### src/rtl/pipe_addsub_seg.sv
// Pipelined N-bit adder/subtractor. The carry chain is cut into STAGES
// segments of W bits. Segment k is added in stage k, and each stage has one
// register. Result bits below the segment move forward with the beat, and
// operand bits above it are delayed with it.
//
// Handshake: a beat moves on a rising edge when valid and ready are both 1 on
// that edge. in_ready is driven only by out_ready and the last stage's valid
// bit, and never by in_valid. When the pipe is stalled (adv=0), every stage
// holds and the outputs do not change.
module pipe_addsub_seg #(
  parameter int N      = 8,
  parameter int STAGES = 2
) (
  input  logic         clk,
  input  logic         rst,
  input  logic         in_valid,
  output logic         in_ready,
  input  logic [N-1:0] a,
  input  logic [N-1:0] b,
  input  logic         cin,
  input  logic         sub,
  output logic         out_valid,
  input  logic         out_ready,
  output logic [N-1:0] sum,
  output logic         cout,
  output logic         ovf
);

  localparam int W    = N / STAGES;
  localparam int LAST = STAGES - 1;

  if ((STAGES < 1) || (STAGES > N) || ((N % STAGES) != 0)) begin : g_bad_param
    $error("pipe_addsub_seg: N must be a multiple of STAGES and 1 <= STAGES <= N");
  end

  // Stage registers. r_s[k] holds the result bits completed so far.
  logic [N-1:0]      r_a [STAGES];
  logic [N-1:0]      r_b [STAGES];
  logic [N-1:0]      r_s [STAGES];
  logic [STAGES-1:0] r_c;
  logic [STAGES-1:0] r_v;
  logic              r_ovf;

  // Inputs and next-state values for each stage.
  logic [N-1:0]      w_a_src [STAGES];
  logic [N-1:0]      w_b_src [STAGES];
  logic [N-1:0]      w_s_src [STAGES];
  logic [N-1:0]      w_s_nxt [STAGES];
  logic [STAGES-1:0] w_c_src;
  logic [STAGES-1:0] w_c_nxt;
  logic [STAGES-1:0] w_v_src;

  logic              w_adv;
  logic [N-1:0]      w_b_eff;
  logic              w_c0;
  logic              w_ovf_nxt;
  logic              w_unused_ops;

  // A subtract becomes a + ~b + 1, so cin is ignored in that mode.
  assign w_adv    = out_ready | ~out_valid;
  assign in_ready = w_adv;
  assign w_b_eff  = sub ? ~b : b;
  assign w_c0     = sub | cin;

  for (genvar k = 0; k < STAGES; k++) begin : g_seg
    logic [W:0] w_seg;

    if (k == 0) begin : g_head
      assign w_a_src[k] = a;
      assign w_b_src[k] = w_b_eff;
      assign w_s_src[k] = '0;
      assign w_c_src[k] = w_c0;
      assign w_v_src[k] = in_valid & w_adv;
    end else begin : g_tail
      assign w_a_src[k] = r_a[k-1];
      assign w_b_src[k] = r_b[k-1];
      assign w_s_src[k] = r_s[k-1];
      assign w_c_src[k] = r_c[k-1];
      assign w_v_src[k] = r_v[k-1];
    end

    // Add segment k using the carry from the stage before it.
    assign w_seg = {1'b0, w_a_src[k][k*W +: W]}
                 + {1'b0, w_b_src[k][k*W +: W]}
                 + {{W{1'b0}}, w_c_src[k]};

    assign w_c_nxt[k] = w_seg[W];

    // Put this segment's result bits into the partial sum.
    always_comb begin
      w_s_nxt[k]           = w_s_src[k];
      w_s_nxt[k][k*W +: W] = w_seg[W-1:0];
    end
  end

  // Signed overflow: the two operand MSBs are equal and the sum MSB differs.
  assign w_ovf_nxt = (w_a_src[LAST][N-1] == w_b_src[LAST][N-1]) &
                     (w_s_nxt[LAST][N-1] != w_a_src[LAST][N-1]);

  // The last stage's copy of the operands drives no output.
  assign w_unused_ops = ^{r_a[LAST], r_b[LAST]};

  // Shift every stage together when adv=1. Reset clears all stages, which
  // drops any beats still in the pipe.
  always_ff @(posedge clk) begin
    if (rst) begin
      for (int k = 0; k < STAGES; k++) begin
        r_a[k] <= '0;
        r_b[k] <= '0;
        r_s[k] <= '0;
      end
      r_c   <= '0;
      r_v   <= '0;
      r_ovf <= 1'b0;
    end else if (w_adv) begin
      for (int k = 0; k < STAGES; k++) begin
        r_a[k] <= w_a_src[k];
        r_b[k] <= w_b_src[k];
        r_s[k] <= w_s_nxt[k];
      end
      r_c   <= w_c_nxt;
      r_v   <= w_v_src;
      r_ovf <= w_ovf_nxt;
    end
  end

  assign out_valid = r_v[LAST];
  assign sum       = r_s[LAST];
  assign cout      = r_c[LAST];
  assign ovf       = r_ovf;

endmodule

### config.mk
export PLATFORM = sky130hd
export DESIGN_NAME = pipe_addsub_seg
export DESIGN_NICKNAME = d
export VERILOG_FILES = /design/src/rtl/pipe_addsub_seg.sv
export SDC_FILE = /design/constraint.sdc
export NUM_CORES = 1
export LEC_CHECK = 0
export ABC_AREA = 1
export CORE_MARGIN = 2
export CORE_UTILIZATION = 53
export CTS_CLUSTER_DIAMETER = 80
export DETAILED_ROUTE_END_ITERATION = 6
export GPL_TIMING_DRIVEN = 0
export HOLD_SLACK_MARGIN = 0.02
export PLACE_DENSITY = 0.88
export SLEW_MARGIN = 20
export SYNTH_ARGS = -nofsm -noshare
export SYNTH_HDL_FRONTEND = slang
export SYNTH_SLANG_ARGS = --single-unit
### constraint.sdc
create_clock -name clk -period 5.1 [get_ports clk]
set_input_delay 0.765 -clock clk [delete_from_list [all_inputs] [get_ports clk]]
set_output_delay 0.765 -clock clk [all_outputs]
set_load 0.02 [all_outputs]
# ---- Word-level counts from Yosys, hierarchy flattened
# Memories as Yosys holds them, arrays and structs flattened.
# Cells that the tools add are included.
dict set report classes {
  muxes 12
  n_eq_ne 2
  n_addsub 4
  bitwise 12
}
# op count
set op_table {}
lappend op_table {{$mux W8} 7}
lappend op_table {{$add A4 B4 Y5} 2}
lappend op_table {{$add A5 B1 Y5} 2}
lappend op_table {{$not A8 Y8} 1}
lappend op_table {{$or A1 B1 Y1} 8}
lappend op_table {{$mux W1} 5}
lappend op_table {{$and A1 B1 Y1} 2}
lappend op_table {{$eq A1 B1 Y1} 1}
lappend op_table {{$ne A1 B1 Y1} 1}
lappend op_table {{$not A1 Y1} 1}
dict set report word_totals {
  wordCells 36
  out_inout_bits 12
  in_bits 22
  ramBits 48
  ff_bits 5
  mem_count 3
}
# memory depth word_bits rd rd_ports_with_merged_regs write_ports line
set memory_table {}
lappend memory_table {r_a 2 8 1 0 2 37} ;# logic [N-1:0] r_a [STAGES];
lappend memory_table {r_b 2 8 1 0 2 38} ;# logic [N-1:0] r_b [STAGES];
lappend memory_table {r_s 2 8 2 0 2 39} ;# logic [N-1:0] r_s [STAGES];

# ---- Longest topological paths before layout
dict set report depth {
  depth_word 6
  depth_mapped 8
  ltp_nobuf 8
}

# ---- Worst setup path after synthesis
# Ideal clock, no wire load.
dict set report synth_path {
  path_kind {input-to-reg}
  startpoint {in sub}
  endpoint {mem r_s[0][2] (data pin)}
  required_time_ns 4.846
  slack_ns 2.649
  n_path_buf 1
  path_stages 6
  setup_time_ns 0.254
  t_arrival_ns 2.197
  path_cell_list {buf_4 or2_2 fa_1 fa_1 xnor2_1 nor2_1}
}
# element line
set synth_rtl {}
lappend synth_rtl {{start: declaration} 21} ;# input logic sub,
lappend synth_rtl {{end: declaration} 39}

# ---- Worst setup path in the final report
dict set report layout_path {
  startpoint {in out_ready}
  endpoint {out in_ready}
}
dict set report layout_via {
  elab_chain_len 1
}
# element line
set layout_lines {}
lappend layout_lines {{start: declaration} 23} ;# input logic out_ready,
lappend layout_lines {{$or A1 B1 Y1} 60} ;# assign w_adv = out_ready | ~out_valid;
lappend layout_lines {{end: declaration} 17} ;# output logic in_ready,
# Every way passes these cells.

==> results.toml <==
[clocking]
cts_post_setup_buffers_inserted = 0
cts_htree_levels = 1
cts_buffers = 3
clockBufferDepth = 2
hold_buffers = 0
cts_tree = "built"
cts_resized = 0
clk_latency_ps = 320
path_clk_slew_ps = 130
cts_sinks = 25
root_buffer = "clkbuf_4"

[synthesis]
synth_area_um2 = 1460
synth_seq_area_share_pct = 47.9
ys.flop_type = "edfxtp_1"
ys_warn_count = 0
ys_ff_latch = 25
syn_nets = 168
synth_edf_count = 20
synth_cells = 136
yosys.cell_count.top_type = "inv_1"
yosysTopAreaCell = "edfxtp_1"
ys_types = 23
async_flop_share_pct = 0
yosysTopAreaCellShare_pct = 41.1
synth_commonest_cells = "21 x inv_1, 20 x edfxtp_1, 17 x nand2_1"
ys_top_cells_by_area = "edfxtp_1 41%, nor2_4 7.7%, dfxtp_1 6.8%, fa_1 5.5%, inv_1 5.4%"
syn_avg_cell_area_um2 = 10.8

[place]
portBuffers = 32
dpl.hpwl_um = 1900
gp_congestion = 0.810

[pwr]
seqPwrFrac_pct = 51.9
intPower_uw = 351
power.density_nw_per_um2 = 265
comb_power_share_pct = 30.3
p_sw_share_pct = 28.4
p_total_uw = 489
peakVddDrop_v = 0.000177
clockPowerShare_pct = 17.8
power_switching_uw = 139
leakage_nw = 0.807

[grt]
grt_remaining_overflow = 0
antenna_found_initial = 0
grt_max_degree = 22
grt_pass1_wl_um = 4080
grt_pass1_vias = 980
grt_use_total_pct = 17.0

[timing]
worst-slew-pin-transition_ps = 432
fin_crit_ps = 2780
clock_skew_ps = 8.31
slew_headroom_pct = 71.2
fin_tns_setup_ps = 0
rsz0062_at_grt = "false"
slew_viol_final = 0
hold_viol = 0
min_period_over_period_pct = 54.4
fmax_ghz = 0.360
finalSetupViolations = 0

[floorplan]
start_util_pct = 54.4
core_region_area_um2 = 2690
die_h_um = 56.5
die_area_um2 = 3200
die_w_um = 56.5
rows = 19
num_io_pins = 34

[detailed_routing]
drc_errors = 0
wl_per_cell_um = 11.5
vias_per_cell = 4.67
ant_nets = 0
drtIter0Drc = 8
first_pass_iters = 4
drt_wl_total_um = 2330
dr_total_vias = 948

[outcome]
status = "completed"

[cells_and_area]
antenna-diode-count = 0
fin_nets = 205
fillers = 215
drive_above_1_share_pct = 19.2
syn2layout_area_growth_pct = 26.4

[setup_path]
critPathLaunchType = "primary input"
crit_type = "primary input to primary output"
worst-r2r-cell-count = 4
cp.required_ps = 4340
cp.arrival_ps = 2010
endpoint_kind = "primary output"
crit_fanout = 4

[min_path]
whs_path_depth = 2
hold_path_class = "register to register"

[job]
maxCapViolations = 0
registers in the layout, summed over array words and instances, names as in the netlist:
name,flops
r_s,12
r_a,4
r_b,4
r_c,2
r_v,2
ovf,1
cell type report:
cell class              instances  area [um^2]  area share [%]
flip-flops and latches         25          701            37.9
well taps                      31         38.8            2.10
clock buffers                   3         22.5            1.22
multi-input cells              77          582            31.5
plain buffers                  10         87.6            4.74
repair buffers                 32          320            17.3
clock inverters                 1         5.00           0.271
inverters                      24         92.6            5.01
power by group through the flow:
stage          Clock (mW)  Sequential [mW]  Combinational [mW]
3_5_place_dp            0            0.259               0.150
5_1_grt             0.100            0.257               0.163
4_1_cts            0.0892            0.254               0.150
3_3_place_gp            0            0.257               0.142
2_1_floorplan           0            0.258              0.0977
6_report           0.0870            0.254               0.148
cell usage in the layout (no fill, tap or decap):
cell type and n:
ha_1 6, buf_4 9, nor2_2 2, nand2_8 1, o21ai_0 1, nor2_1 12
dfxtp_1 5, o21ai_2 1, inv_4 1, buf_12 1, edfxtp_1 20, nand2_1 17
clkbuf_4 3, xnor2_1 5, nand3_1 6, inv_2 2, a21oi_1 5, or2_2 1
inv_1 21, clkdlybuf4s50_1 32, clkinv_2 1, o21bai_1 1, fa_1 4, nor2_4 10
nand2_4 1, xor2_1 4
stage by stage:
step                setup slack, ps  hold slack (ps)  instance area [um^2]  cells  utilization, %
floorplan                      2650              450                  1460    136               -
global placement               2350              439                  1820    199            67.8
detailed placement             2320              459                  1820    199            67.8
CTS                            2320              474                  1850    203            68.8
global route                   2290              503                  1850    203            68.8
finish                         2320              468                  1850    203            68.8
cells by family (layout without fill, tap and decap cells):
logic type      Yosys count  count (layout)  share of synthesized area [%]
xor+xnor                  9               9                           5.39
buf+inv                  34              70                           12.3
fa+ha+maj                10              10                           10.6
compound gates            8               8                           3.16
flops                    25              25                           47.9
simple gates             50              50                           20.6
worst max-delay path, cell delays in order:
cell             delay, ps
clkdlybuf4s50_1        460
inv_1                   60
nand2_4                100
clkdlybuf4s50_1        620
layer usage:
| metal | share of wire, % | vias to the layer above | wire, um | GRT usage [%] |
|---|---|---|---|---|
| met5 | 0 | - | 0 | 0 |
| met4 | 1.5 | 0 | 34 | 9.18 |
| met3 | 4.4 | 3 | 102 | 1.38 |
| met2 | 57 | 30 | 1340 | 33.1 |
| met1 | 37 | 426 | 856 | 17.5 |
| li1 | - | 489 | - | - |
worst paths after layout:
| check | slack [ps] | start | end |
|---|---|---|---|
| hold reg to reg | 470 | ovf | ovf |
| setup / recovery | 2320 | out_ready | in_ready |
| hold / removal | 470 | ovf | ovf |
| setup reg to reg | 3430 | r_b[0][4] | r_s[0][13] |
Power figures use the tool's default switching activity.
